[config.mk]
export PLATFORM = sky130hd
export DESIGN_NAME = keymgr_input_chk_seq_flat
export DESIGN_NICKNAME = d
export VERILOG_FILES = /design/src/rtl/keymgr_input_chk_seq_pkg.sv /design/src/rtl/keymgr_input_chk_seq_if.sv /design/src/rtl/keymgr_input_chk_seq_chk_acc.sv /design/src/rtl/keymgr_input_chk_seq.sv /design/src/flat_wrapper.sv
export SDC_FILE = /design/constraint.sdc
export NUM_CORES = 1
export LEC_CHECK = 0
export CAP_MARGIN = 20
export CORE_AREA = 5 5 608 610
export CTS_CLUSTER_SIZE = 16
export DETAILED_ROUTE_END_ITERATION = 8
export DIE_AREA = 0 0 613 615
export MAX_ROUTING_LAYER = met4
export SLEW_MARGIN = 20
export SYNTH_ARGS = -nofsm -noshare
export SYNTH_HDL_FRONTEND = slang
export SYNTH_SLANG_ARGS = --single-unit
[constraint.sdc]
create_clock -name clk_i -period 4.37 [get_ports clk_i]
set_clock_uncertainty 0.2 [all_clocks]
set_input_delay 0.874 -clock clk_i [delete_from_list [all_inputs] [get_ports clk_i]]
set_output_delay 0.874 -clock clk_i [all_outputs]
set_load 0.02 [all_outputs]
[src/rtl/keymgr_input_chk_seq_pkg.sv]
// -----------------------------------------------------------------------------
// keymgr_input_chk_seq_pkg
// Shared types and sizing for the word-serial key manager input checker.
//   - Field/word geometry: KeyWidth, DevIdWidth, HealthStateWidth, WordWidth
//   - keymgr_stage_e / hw_key_req_t: the raw input types seen by the checker
//   - chk_field_e: scan order of the fields (creator first, share1 last)
//   - chk_state_e: sequencer states
//   - chk_last_word(): index of the last word of a given field
// -----------------------------------------------------------------------------
package keymgr_input_chk_seq_pkg;

  localparam int KeyWidth         = 256;
  localparam int DevIdWidth       = 256;
  localparam int HealthStateWidth = 128;
  localparam int WordWidth        = 32;
  localparam int ChkWordWidth     = WordWidth;
  localparam int NumChkFields     = 6;
  localparam int NumFields        = NumChkFields;

  localparam int StageWidth = 2;
  localparam int NumStages  = 2 ** StageWidth;

  // Words per field
  localparam int KeyWords    = KeyWidth / WordWidth;
  localparam int DevIdWords  = DevIdWidth / WordWidth;
  localparam int HealthWords = HealthStateWidth / WordWidth;
  localparam int CreatorWords = KeyWords;
  localparam int OwnerWords   = KeyWords;
  localparam int Share0Words  = KeyWords;
  localparam int Share1Words  = KeyWords;

  localparam int MaxWordsKd = (KeyWords > DevIdWords) ? KeyWords : DevIdWords;
  localparam int MaxWords   = (MaxWordsKd > HealthWords) ? MaxWordsKd : HealthWords;

  localparam int WordIdxW   = $clog2(MaxWords);
  localparam int HealthIdxW = $clog2(HealthWords);
  localparam int FieldIdxW  = $clog2(NumChkFields);

  typedef enum logic [StageWidth-1:0] {
    StageCreatorRootKey,
    StageOwnerIntKey,
    StageOwnerKey,
    StageDisable
  } keymgr_stage_e;

  typedef struct packed {
    logic                     valid;
    logic [1:0][KeyWidth-1:0] key;
  } hw_key_req_t;

  typedef enum logic [FieldIdxW-1:0] {
    ChkCreator,
    ChkOwner,
    ChkDevId,
    ChkHealth,
    ChkShare0,
    ChkShare1
  } chk_field_e;

  typedef enum logic [1:0] {
    ChkIdle,
    ChkScan,
    ChkDone
  } chk_state_e;

  function automatic logic [WordIdxW-1:0] chk_last_word(input logic [FieldIdxW-1:0] field);
    logic [WordIdxW-1:0] last;
    case (field)
      ChkCreator: last = WordIdxW'(CreatorWords - 1);
      ChkOwner:   last = WordIdxW'(OwnerWords - 1);
      ChkDevId:   last = WordIdxW'(DevIdWords - 1);
      ChkHealth:  last = WordIdxW'(HealthWords - 1);
      ChkShare0:  last = WordIdxW'(Share0Words - 1);
      ChkShare1:  last = WordIdxW'(Share1Words - 1);
      default:    last = '0;
    endcase
    return last;
  endfunction

endpackage

[src/rtl/keymgr_input_chk_seq_if.sv]
// -----------------------------------------------------------------------------
// keymgr_input_chk_seq_if
// Bundles the start/done handshake, the raw input buses and the check results.
//   master: op FSM / bench side (drives start and inputs, reads results)
//   slave : the checker itself
// Inputs : start_i, stage_sel_i, max_key_versions_i, key_version_i,
//          creator_seed_i, owner_seed_i, devid_i, health_state_i, key_i
// Outputs: busy_o, done_o, field_vld_o, key_version_vld_o, all_vld_o
// -----------------------------------------------------------------------------
interface keymgr_input_chk_seq_if;
  import keymgr_input_chk_seq_pkg::*;

  logic                            start_i;
  keymgr_stage_e                   stage_sel_i;
  logic [NumStages-1:0][31:0]      max_key_versions_i;
  logic [31:0]                     key_version_i;
  logic [KeyWidth-1:0]             creator_seed_i;
  logic [KeyWidth-1:0]             owner_seed_i;
  logic [DevIdWidth-1:0]           devid_i;
  logic [HealthStateWidth-1:0]     health_state_i;
  hw_key_req_t                     key_i;

  logic                            busy_o;
  logic                            done_o;
  logic [NumChkFields-1:0]         field_vld_o;
  logic                            key_version_vld_o;
  logic                            all_vld_o;

  modport master (
    output start_i, stage_sel_i, max_key_versions_i, key_version_i,
           creator_seed_i, owner_seed_i, devid_i, health_state_i, key_i,
    input  busy_o, done_o, field_vld_o, key_version_vld_o, all_vld_o
  );

  modport slave (
    input  start_i, stage_sel_i, max_key_versions_i, key_version_i,
           creator_seed_i, owner_seed_i, devid_i, health_state_i, key_i,
    output busy_o, done_o, field_vld_o, key_version_vld_o, all_vld_o
  );

endinterface

[src/rtl/keymgr_input_chk_seq_chk_acc.sv]
// -----------------------------------------------------------------------------
// keymgr_chk_acc
// Running all-0 / all-1 detector for one field, fed one word per cycle.
//   clk_i, rst_ni : clock, async active-low reset
//   clr_i         : restart accumulation (new scan accepted)
//   en_i          : word_i is a valid word of the current field
//   last_i        : word_i is the last word of the field; accumulators restart
//   word_i        : current word
//   any_one_o     : some bit seen so far (including word_i) is 1
//   all_one_o     : every bit seen so far (including word_i) is 1
// Outputs include the current word so the field verdict is available in the
// same cycle as its last word.
// -----------------------------------------------------------------------------
module keymgr_chk_acc
  import keymgr_input_chk_seq_pkg::*;
(
  input  logic                    clk_i,
  input  logic                    rst_ni,
  input  logic                    clr_i,
  input  logic                    en_i,
  input  logic                    last_i,
  input  logic [ChkWordWidth-1:0] word_i,
  output logic                    any_one_o,
  output logic                    all_one_o
);

  logic any_one_reg;
  logic all_one_reg;

  assign any_one_o = any_one_reg | (|word_i);
  assign all_one_o = all_one_reg & (&word_i);

  always_ff @(posedge clk_i or negedge rst_ni) begin
    if (!rst_ni) begin
      any_one_reg <= 1'b0;
      all_one_reg <= 1'b1;
    end else if (clr_i || (en_i && last_i)) begin
      any_one_reg <= 1'b0;
      all_one_reg <= 1'b1;
    end else if (en_i) begin
      any_one_reg <= any_one_o;
      all_one_reg <= all_one_o;
    end
  end

endmodule

[src/rtl/keymgr_input_chk_seq.sv]
// -----------------------------------------------------------------------------
// keymgr_input_chk_seq
// Word-serial validity checker for the key manager inputs. After start_i is
// accepted in IDLE, creator seed, owner seed, device ID, health state, key
// share 0 and key share 1 are scanned WordWidth bits per cycle (LSW first)
// through one shared all-0/all-1 accumulator. The key version is compared
// against the selected stage's maximum in the accept cycle.
//   clk_i, rst_ni : clock, async active-low reset
//   bus (slave)   : start_i/inputs in; busy_o, done_o, field_vld_o,
//                   key_version_vld_o, all_vld_o out (all registered)
// Default latency: 44 scan cycles, done_o pulses in the following DONE cycle.
// Optional feature macro: KEYMGR_INPUT_CHK_EARLY_ABORT_EN -- stop scanning one
// cycle after the first field completes invalid; later field_vld bits stay 0.
// -----------------------------------------------------------------------------
module keymgr_input_chk_seq
  import keymgr_input_chk_seq_pkg::*;
(
  input  logic                   clk_i,
  input  logic                   rst_ni,
  keymgr_input_chk_seq_if.slave  bus
);

`ifdef KEYMGR_INPUT_CHK_EARLY_ABORT_EN
  localparam bit EarlyAbortEn = 1'b1;
`else
  localparam bit EarlyAbortEn = 1'b0;
`endif

  // Elaboration-time geometry checks
  if ((KeyWidth % WordWidth) != 0) begin : g_key_width_chk
    $error("KeyWidth must be a multiple of WordWidth");
  end
  if ((DevIdWidth % WordWidth) != 0) begin : g_devid_width_chk
    $error("DevIdWidth must be a multiple of WordWidth");
  end
  if ((HealthStateWidth % WordWidth) != 0) begin : g_health_width_chk
    $error("HealthStateWidth must be a multiple of WordWidth");
  end

  chk_state_e              state_reg;
  logic [FieldIdxW-1:0]    field_idx_reg;
  logic [WordIdxW-1:0]     word_idx_reg;
  logic                    busy_reg;
  logic                    done_reg;
  logic                    kv_vld_reg;
  logic                    all_vld_reg;
  logic                    abort_reg;
  logic [NumChkFields-1:0] field_vld_reg;

  // Word views of each field
  logic [KeyWords-1:0][WordWidth-1:0]    creator_words;
  logic [KeyWords-1:0][WordWidth-1:0]    owner_words;
  logic [DevIdWords-1:0][WordWidth-1:0]  devid_words;
  logic [HealthWords-1:0][WordWidth-1:0] health_words;
  logic [KeyWords-1:0][WordWidth-1:0]    share0_words;
  logic [KeyWords-1:0][WordWidth-1:0]    share1_words;

  assign creator_words = bus.creator_seed_i;
  assign owner_words   = bus.owner_seed_i;
  assign devid_words   = bus.devid_i;
  assign health_words  = bus.health_state_i;
  assign share0_words  = bus.key_i.key[0];
  assign share1_words  = bus.key_i.key[1];

  // The valid flag of the key request carries no key material.
  logic unused_key_valid;
  assign unused_key_valid = bus.key_i.valid;

  logic [WordWidth-1:0] word;
  always_comb begin
    word = '0;
    case (field_idx_reg)
      ChkCreator: word = creator_words[word_idx_reg];
      ChkOwner:   word = owner_words[word_idx_reg];
      ChkDevId:   word = devid_words[word_idx_reg];
      ChkHealth:  word = health_words[word_idx_reg[HealthIdxW-1:0]];
      ChkShare0:  word = share0_words[word_idx_reg];
      ChkShare1:  word = share1_words[word_idx_reg];
      default:    word = '0;
    endcase
  end

  logic accept;
  logic scan_step;
  logic word_last;
  logic field_last;
  logic kv_ok;
  logic any_next;
  logic all_next;
  logic field_ok;
  logic all_vld_upd;
  logic [NumChkFields-1:0] field_vld_upd;

  assign accept     = (state_reg == ChkIdle) && bus.start_i;
  // The abort cycle itself consumes no word.
  assign scan_step  = (state_reg == ChkScan) && !(EarlyAbortEn && abort_reg);
  assign word_last  = (word_idx_reg == chk_last_word(field_idx_reg));
  assign field_last = (field_idx_reg == FieldIdxW'(NumChkFields - 1));
  assign kv_ok      = (bus.key_version_i <= bus.max_key_versions_i[bus.stage_sel_i]);
  assign field_ok   = any_next & ~all_next;

  keymgr_chk_acc u_chk_acc (
    .clk_i     (clk_i),
    .rst_ni    (rst_ni),
    .clr_i     (accept),
    .en_i      (scan_step),
    .last_i    (word_last),
    .word_i    (word),
    .any_one_o (any_next),
    .all_one_o (all_next)
  );

  for (genvar gi = 0; gi < NumChkFields; gi++) begin : g_fld_upd
    assign field_vld_upd[gi] = (field_idx_reg == FieldIdxW'(gi)) ? field_ok : field_vld_reg[gi];
  end

  assign all_vld_upd = (&field_vld_upd) & kv_vld_reg;

  always_ff @(posedge clk_i or negedge rst_ni) begin
    if (!rst_ni) begin
      state_reg     <= ChkIdle;
      field_idx_reg <= '0;
      word_idx_reg  <= '0;
      busy_reg      <= 1'b0;
      done_reg      <= 1'b0;
      kv_vld_reg    <= 1'b0;
      all_vld_reg   <= 1'b0;
      abort_reg     <= 1'b0;
      field_vld_reg <= '0;
    end else begin
      done_reg <= 1'b0;
      case (state_reg)
        ChkIdle: begin
          if (bus.start_i) begin
            // The version verdict is captured here, so stage/version
            // need not stay stable during the scan.
            state_reg     <= ChkScan;
            busy_reg      <= 1'b1;
            field_idx_reg <= '0;
            word_idx_reg  <= '0;
            kv_vld_reg    <= kv_ok;
            all_vld_reg   <= 1'b0;
            abort_reg     <= 1'b0;
            field_vld_reg <= '0;
          end
        end
        ChkScan: begin
          if (EarlyAbortEn && abort_reg) begin
            state_reg   <= ChkDone;
            busy_reg    <= 1'b0;
            done_reg    <= 1'b1;
            all_vld_reg <= 1'b0;
          end else if (word_last) begin
            field_vld_reg <= field_vld_upd;
            if (field_last) begin
              state_reg   <= ChkDone;
              busy_reg    <= 1'b0;
              done_reg    <= 1'b1;
              all_vld_reg <= all_vld_upd;
            end else begin
              field_idx_reg <= field_idx_reg + 1'b1;
              word_idx_reg  <= '0;
              if (EarlyAbortEn && !field_ok) begin
                abort_reg <= 1'b1;
              end
            end
          end else begin
            word_idx_reg <= word_idx_reg + 1'b1;
          end
        end
        ChkDone: begin
          state_reg <= ChkIdle;
        end
        default: begin
          state_reg <= ChkIdle;
          busy_reg  <= 1'b0;
        end
      endcase
    end
  end

  assign bus.busy_o            = busy_reg;
  assign bus.done_o            = done_reg;
  assign bus.field_vld_o       = field_vld_reg;
  assign bus.key_version_vld_o = kv_vld_reg;
  assign bus.all_vld_o         = all_vld_reg;

  a_busy_done_excl: assert property (@(posedge clk_i) disable iff (!rst_ni)
    !(busy_reg && done_reg));

  a_done_in_done: assert property (@(posedge clk_i) disable iff (!rst_ni)
    done_reg |-> (state_reg == ChkDone));

  a_inputs_stable: assert property (@(posedge clk_i) disable iff (!rst_ni)
    (state_reg == ChkScan) |-> ($stable(bus.creator_seed_i) && $stable(bus.owner_seed_i) &&
                                $stable(bus.devid_i) && $stable(bus.health_state_i) &&
                                $stable(bus.key_i.key)));

endmodule

[src/flat_wrapper.sv]
// flat-port wrapper written by rule: the top's interface ports become plain ports
module keymgr_input_chk_seq_flat import keymgr_input_chk_seq_pkg::*;
  (clk_i, rst_ni, bus_start_i, bus_stage_sel_i, bus_max_key_versions_i, bus_key_version_i, bus_creator_seed_i, bus_owner_seed_i, bus_devid_i, bus_health_state_i, bus_key_i, bus_busy_o, bus_done_o, bus_field_vld_o, bus_key_version_vld_o, bus_all_vld_o);
  keymgr_input_chk_seq_if bus_i ();
  input  logic clk_i;
  input  logic rst_ni;
  input wire logic [$bits(bus_i.start_i)-1:0] bus_start_i;
  input wire logic [$bits(bus_i.stage_sel_i)-1:0] bus_stage_sel_i;
  input wire logic [$bits(bus_i.max_key_versions_i)-1:0] bus_max_key_versions_i;
  input wire logic [$bits(bus_i.key_version_i)-1:0] bus_key_version_i;
  input wire logic [$bits(bus_i.creator_seed_i)-1:0] bus_creator_seed_i;
  input wire logic [$bits(bus_i.owner_seed_i)-1:0] bus_owner_seed_i;
  input wire logic [$bits(bus_i.devid_i)-1:0] bus_devid_i;
  input wire logic [$bits(bus_i.health_state_i)-1:0] bus_health_state_i;
  input wire logic [$bits(bus_i.key_i)-1:0] bus_key_i;
  output wire logic [$bits(bus_i.busy_o)-1:0] bus_busy_o;
  output wire logic [$bits(bus_i.done_o)-1:0] bus_done_o;
  output wire logic [$bits(bus_i.field_vld_o)-1:0] bus_field_vld_o;
  output wire logic [$bits(bus_i.key_version_vld_o)-1:0] bus_key_version_vld_o;
  output wire logic [$bits(bus_i.all_vld_o)-1:0] bus_all_vld_o;
  assign bus_i.start_i = bus_start_i;
  assign bus_i.stage_sel_i = bus_stage_sel_i;
  assign bus_i.max_key_versions_i = bus_max_key_versions_i;
  assign bus_i.key_version_i = bus_key_version_i;
  assign bus_i.creator_seed_i = bus_creator_seed_i;
  assign bus_i.owner_seed_i = bus_owner_seed_i;
  assign bus_i.devid_i = bus_devid_i;
  assign bus_i.health_state_i = bus_health_state_i;
  assign bus_i.key_i = bus_key_i;
  assign bus_busy_o = bus_i.busy_o;
  assign bus_done_o = bus_i.done_o;
  assign bus_field_vld_o = bus_i.field_vld_o;
  assign bus_key_version_vld_o = bus_i.key_version_vld_o;
  assign bus_all_vld_o = bus_i.all_vld_o;
  keymgr_input_chk_seq u_core (.clk_i(clk_i), .rst_ni(rst_ni), .bus(bus_i));
endmodule
==> impl_table.tex <==
\begin{tabular}{lr}
\hline
Metric & Value \\
\hline
\multicolumn{2}{l}{\textbf{Logic synthesis}} \\
Total standard cell area after synthesis & 0.0145 mm² \\
Mean area per synthesized cell & 9.42 µm² \\
Mapped Cells & 1,538 \\
Largest cells by area after synthesis & sky130\_fd\_sc\_hd\_\_mux2i\_1, sky130\_fd\_sc\_hd\_\_mux4\_2, sky130\_fd\_sc\_hd\_\_a22oi\_1 \\
Post-synth EDFFs & 0 \\
Cell variety after synth & 53 \\
Largest area contributor in the synthesized netlist & sky130\_fd\_sc\_hd\_\_mux2i\_1 \\
Share of synthesized flip-flops with an asynchronous set or reset & 100\% \\
Post-Syn Nets & 3,150 \\
Fraction of post-synthesis cell area in the top cell type by area & 32.4\% \\
Sequential share of the synthesized area & 3.46\% \\
Most used standard cells in the synthesized netlist & sky130\_fd\_sc\_hd\_\_mux2i\_1, sky130\_fd\_sc\_hd\_\_a22oi\_1, sky130\_fd\_sc\_hd\_\_mux4\_2 \\
YS warnings & 0 \\
Most frequently used cell type in the post-synthesis netlist & sky130\_fd\_sc\_hd\_\_mux2i\_1 \\
Top FF cell, synth & sky130\_fd\_sc\_hd\_\_dfrtp\_1 \\
Synthesis-stage register bit count & 20 \\
\multicolumn{2}{l}{\textbf{Status}} \\
Run status & finished clean \\
\multicolumn{2}{l}{\textbf{Place}} \\
Detailed Place HPWL & 258,000 µm \\
Number of placed cells counting well taps & 8,071 \\
I/O Buffers & 1,582 \\
GP Congestion & 0.922 \\
\multicolumn{2}{l}{\textbf{Die}} \\
Number of placement rows & 222 \\
Die X-Extent & 613 µm \\
Die Y-Extent & 615 µm \\
Area inside the core boundary & 0.364 mm² \\
Initial Util & 3.98\% \\
Die Footprint & 0.377 mm² \\
Top-level I/O count & 1,584 \\
\multicolumn{2}{l}{\textbf{Clock tree}} \\
Clock slew seen by the registers of the worst setup and hold paths & 0.06 ns \\
TritonCTS clock tree & done \\
H-tree levels & 1 \\
CTS sink count & 20 \\
Deepest clock path buffer count & 2 \\
Clock Root Buffer & sky130\_fd\_sc\_hd\_\_clkbuf\_16 \\
Clock latency on the worst-skew pair & 0.25 ns \\
Clock buffers created by TritonCTS & 3 \\
\multicolumn{2}{l}{\textbf{Layout}} \\
Fraction of the core area covered by cells at the end of the flow & 11.2\% \\
Share of post-route cells with drive strength above 1 & 20.4\% \\
Register cell area after layout & 513 µm² \\
Largest register FFs & 6 \\
Area growth syn-to-layout & 182\% \\
Final instance count without filler cells & 8,243 \\
Nets@finish & 4,943 \\
Fillcell total & 41,900 \\
Multi-input logic area & 0.0137 mm² \\
\multicolumn{2}{l}{\textbf{STA}} \\
Final Critical Period & 4.35 ns \\
Upper clock frequency limit & 230 MHz \\
Final-report max-slew violation count & 0 \\
Fraction of the cycle the final worst path needs & 99.5\% \\
Transition time of the tightest slew-check pin & 0.704 ns \\
Final-report hold violation count & 0 \\
Final setup fails & 0 \\
Rel. slew slack & 53.1\% \\
\multicolumn{2}{l}{\textbf{Setup path}} \\
Startpoint kind of the worst setup timing path & primary input \\
Endpoint class of the critical path & register \\
Cell class contributing the biggest share of worst-path delay & simple AND/OR/NAND/NOR gates \\
Cell-by-cell listing of the critical path & clkdlybuf4s50\_1, mux4\_2, nand2\_1, o211ai\_1, nor2\_1, buf\_4, nand4\_1, or4\_4, nor2\_4, buf\_12, o32ai\_1 \\
Arrival time of the worst setup path & 4.28 ns \\
Worst stage delay on the critical path & 0.74 ns \\
Number of buffer and inverter instances along the worst setup path & 3 \\
Largest fanout on the critical path & 8 \\
Req. time, crit path & 4.30 ns \\
Worst Path Class, Setup & in2reg \\
Cell at the slowest stage of the critical path & sky130\_fd\_sc\_hd\_\_mux4\_2 \\
\multicolumn{2}{l}{\textbf{Detailed routing}} \\
Post-route ant nets & 0 \\
Count of routing violations after the opening detailed-route iteration & 1,592 \\
Wire length on met3 & 22,500 µm \\
Total via count after detailed routing & 23,000 \\
Routed wire length & 282,000 µm \\
Routed wirelength normalized by instance count & 34.2 µm \\
Drt via density & 2.79 \\
Wire length on met2 & 139,000 µm \\
DRC Markers & 0 \\
First-pass iteration count of the detailed router & 5 \\
WL met1 & 114,000 µm \\
Max layer used & met4 \\
\multicolumn{2}{l}{\textbf{GRT}} \\
All-Layer GR Usage & 14.5\% \\
Vias in the first global route & 23,500 \\
Maximum number of pins on one net before global-route repair & 55 \\
Antenna violations before repair & 276 \\
Total gr overflow & 0 \\
Global-route wire length before repair & 329,000 µm \\
\multicolumn{2}{l}{\textbf{Power and ir drop}} \\
Total power per unit cell area & 479 mW/mm² \\
Peak ir drop on the vdd network & 0.352 mV \\
Leakage power of the design & 14.2 nW \\
\multicolumn{2}{l}{\textbf{Job}} \\
Max-cap violations & 0 \\
\multicolumn{2}{l}{\textbf{Min path}} \\
Hold WC Path Type & reg2reg \\
\hline
\end{tabular}
## final timing paths
| check | startpoint | endpoint | slack, ns | cells past startpoint |
|---|---|---|---|---|
| max in group asynchronous | rst_ni | u_core.word_idx_reg[1]$_DFFE_PN0P_ | 3.18 | 1 |
| hold reg to reg | u_core.bus.field_vld_o[5]$_DFFE_PN0P_ | u_core.bus.field_vld_o[5]$_DFFE_PN0P_ | 0.29 | 2 |
| hold / removal | u_core.bus.field_vld_o[5]$_DFFE_PN0P_ | u_core.bus.field_vld_o[5]$_DFFE_PN0P_ | 0.29 | 2 |
| min in group asynchronous | rst_ni | u_core.bus.key_version_vld_o$_DFFE_PN0P_ | 0.39 | 1 |
| setup reg to reg | u_core.word_idx_reg[0]$_DFFE_PN0P_ | u_core.bus.all_vld_o$_DFFE_PN0P_ | 0.09 | 15 |
| setup / recovery | bus_health_state_i[67] | u_core.bus.all_vld_o$_DFFE_PN0P_ | 0.02 | 11 |
## metrics by stage
step	instance area (µm²)	hold WS (ns)	setup slack, ns	setup TNS [ns]	power (mW)
after floorplan	14500	0.285	0.268	0	7.41
after global placement	38700	0.297	-1.88	-15.77	18.0
after detailed placement	38700	0.287	-1.12	-9.60	18.0
after CTS	40300	0.306	-0.000402	-0.000402	20.2
after global routing	40900	0.336	-0.0164	-0.0411	20.9
final	40900	0.293	0.0215	0	19.6
## power by group
group          leakage (nW)  switching, mW  internal, mW  total (mW)
registers             0.244          0.147         0.265       0.412
logic                  14.0           10.3          8.70        19.0
clock network        0.0448         0.0713         0.140       0.211
total                  14.2           10.5          9.11        19.6
## worst register-to-register path, cell delays in order, from the launching register on
cell and delay (ns):
sky130_fd_sc_hd__dfrtp_4 0.57, sky130_fd_sc_hd__buf_4 0.19, sky130_fd_sc_hd__buf_12 0.13, sky130_fd_sc_hd__buf_16 0.16, sky130_fd_sc_hd__buf_6 0.13, sky130_fd_sc_hd__bufbuf_16 0.27
sky130_fd_sc_hd__mux4_2 0.47, sky130_fd_sc_hd__a221oi_2 0.31, sky130_fd_sc_hd__buf_6 0.19, sky130_fd_sc_hd__and4_4 0.25, sky130_fd_sc_hd__buf_12 0.13, sky130_fd_sc_hd__nand4_1 0.15
sky130_fd_sc_hd__or4_4 0.56, sky130_fd_sc_hd__nor2_4 0.18, sky130_fd_sc_hd__buf_12 0.16, sky130_fd_sc_hd__o32ai_1 0.11
## layout by cell type (no fill, tap or decap), drive strengths merged, types with 5 or more instances in the layout
cell type      instances
a21o                  14
a21oi                 33
o22ai                  7
clkdlybuf4s50       1574
nor3                   8
nand3                105
ha                    38
nor4                   9
nand4                 18
o211ai                 9
buf                  371
mux4                 155
o21ai                 21
bufbuf                 7
dlygate4sd2            6
diode                 97
inv                   40
o41ai                  6
nor2                  19
mux2i                469
a221oi                51
and4                  23
dfrtp                 19
a22o                  23
nand2                 80
a22oi                178
clkbuf                 5
nor2b                  7
## cell type report
type	instances	share of cell area, %
diodes	97	0.593
clock buffers	4	0.217
inverters	40	0.373
multi-input cells	1307	33.6
flip-flops and latches	20	1.25
well taps	4816	14.7
repair buffers	1959	49.2
## what timing repair did
action,CTS,global route
gates resized for setup,162,51
setup endpoints to repair,9,9
endpoints found under the hold margin,0,0
setup buffers,47,18
gates cloned,10,1
pin swaps,40,20
hold buffers,0,0
## metal layers
| metal | global-route usage (%) | vias to the layer above |
|---|---|---|
| met5 | - | - |
| met1 | 16.8 | 11200 |
| li1 | - | 10100 |
| met4 | 1.71 | 0 |
| met2 | 25.2 | 1320 |
| met3 | 4.61 | 372 |
## kinds of logic (layout without fill, tap and decap cells)
logic type | Yosys count | after routing | synth area share, %
multiplexers | 627 | 627 | 56.8
AO/OA/AOI/OAI | 358 | 358 | 18.4
AND/OR/NAND/NOR | 284 | 284 | 10.2
buffers and inverters | 211 | 2003 | 7.97
adder cells (fa/ha/maj) | 38 | 38 | 3.28
flip-flops | 20 | 20 | 3.46
other | 0 | 97 | 0
Power figures use the tool's default switching activity.
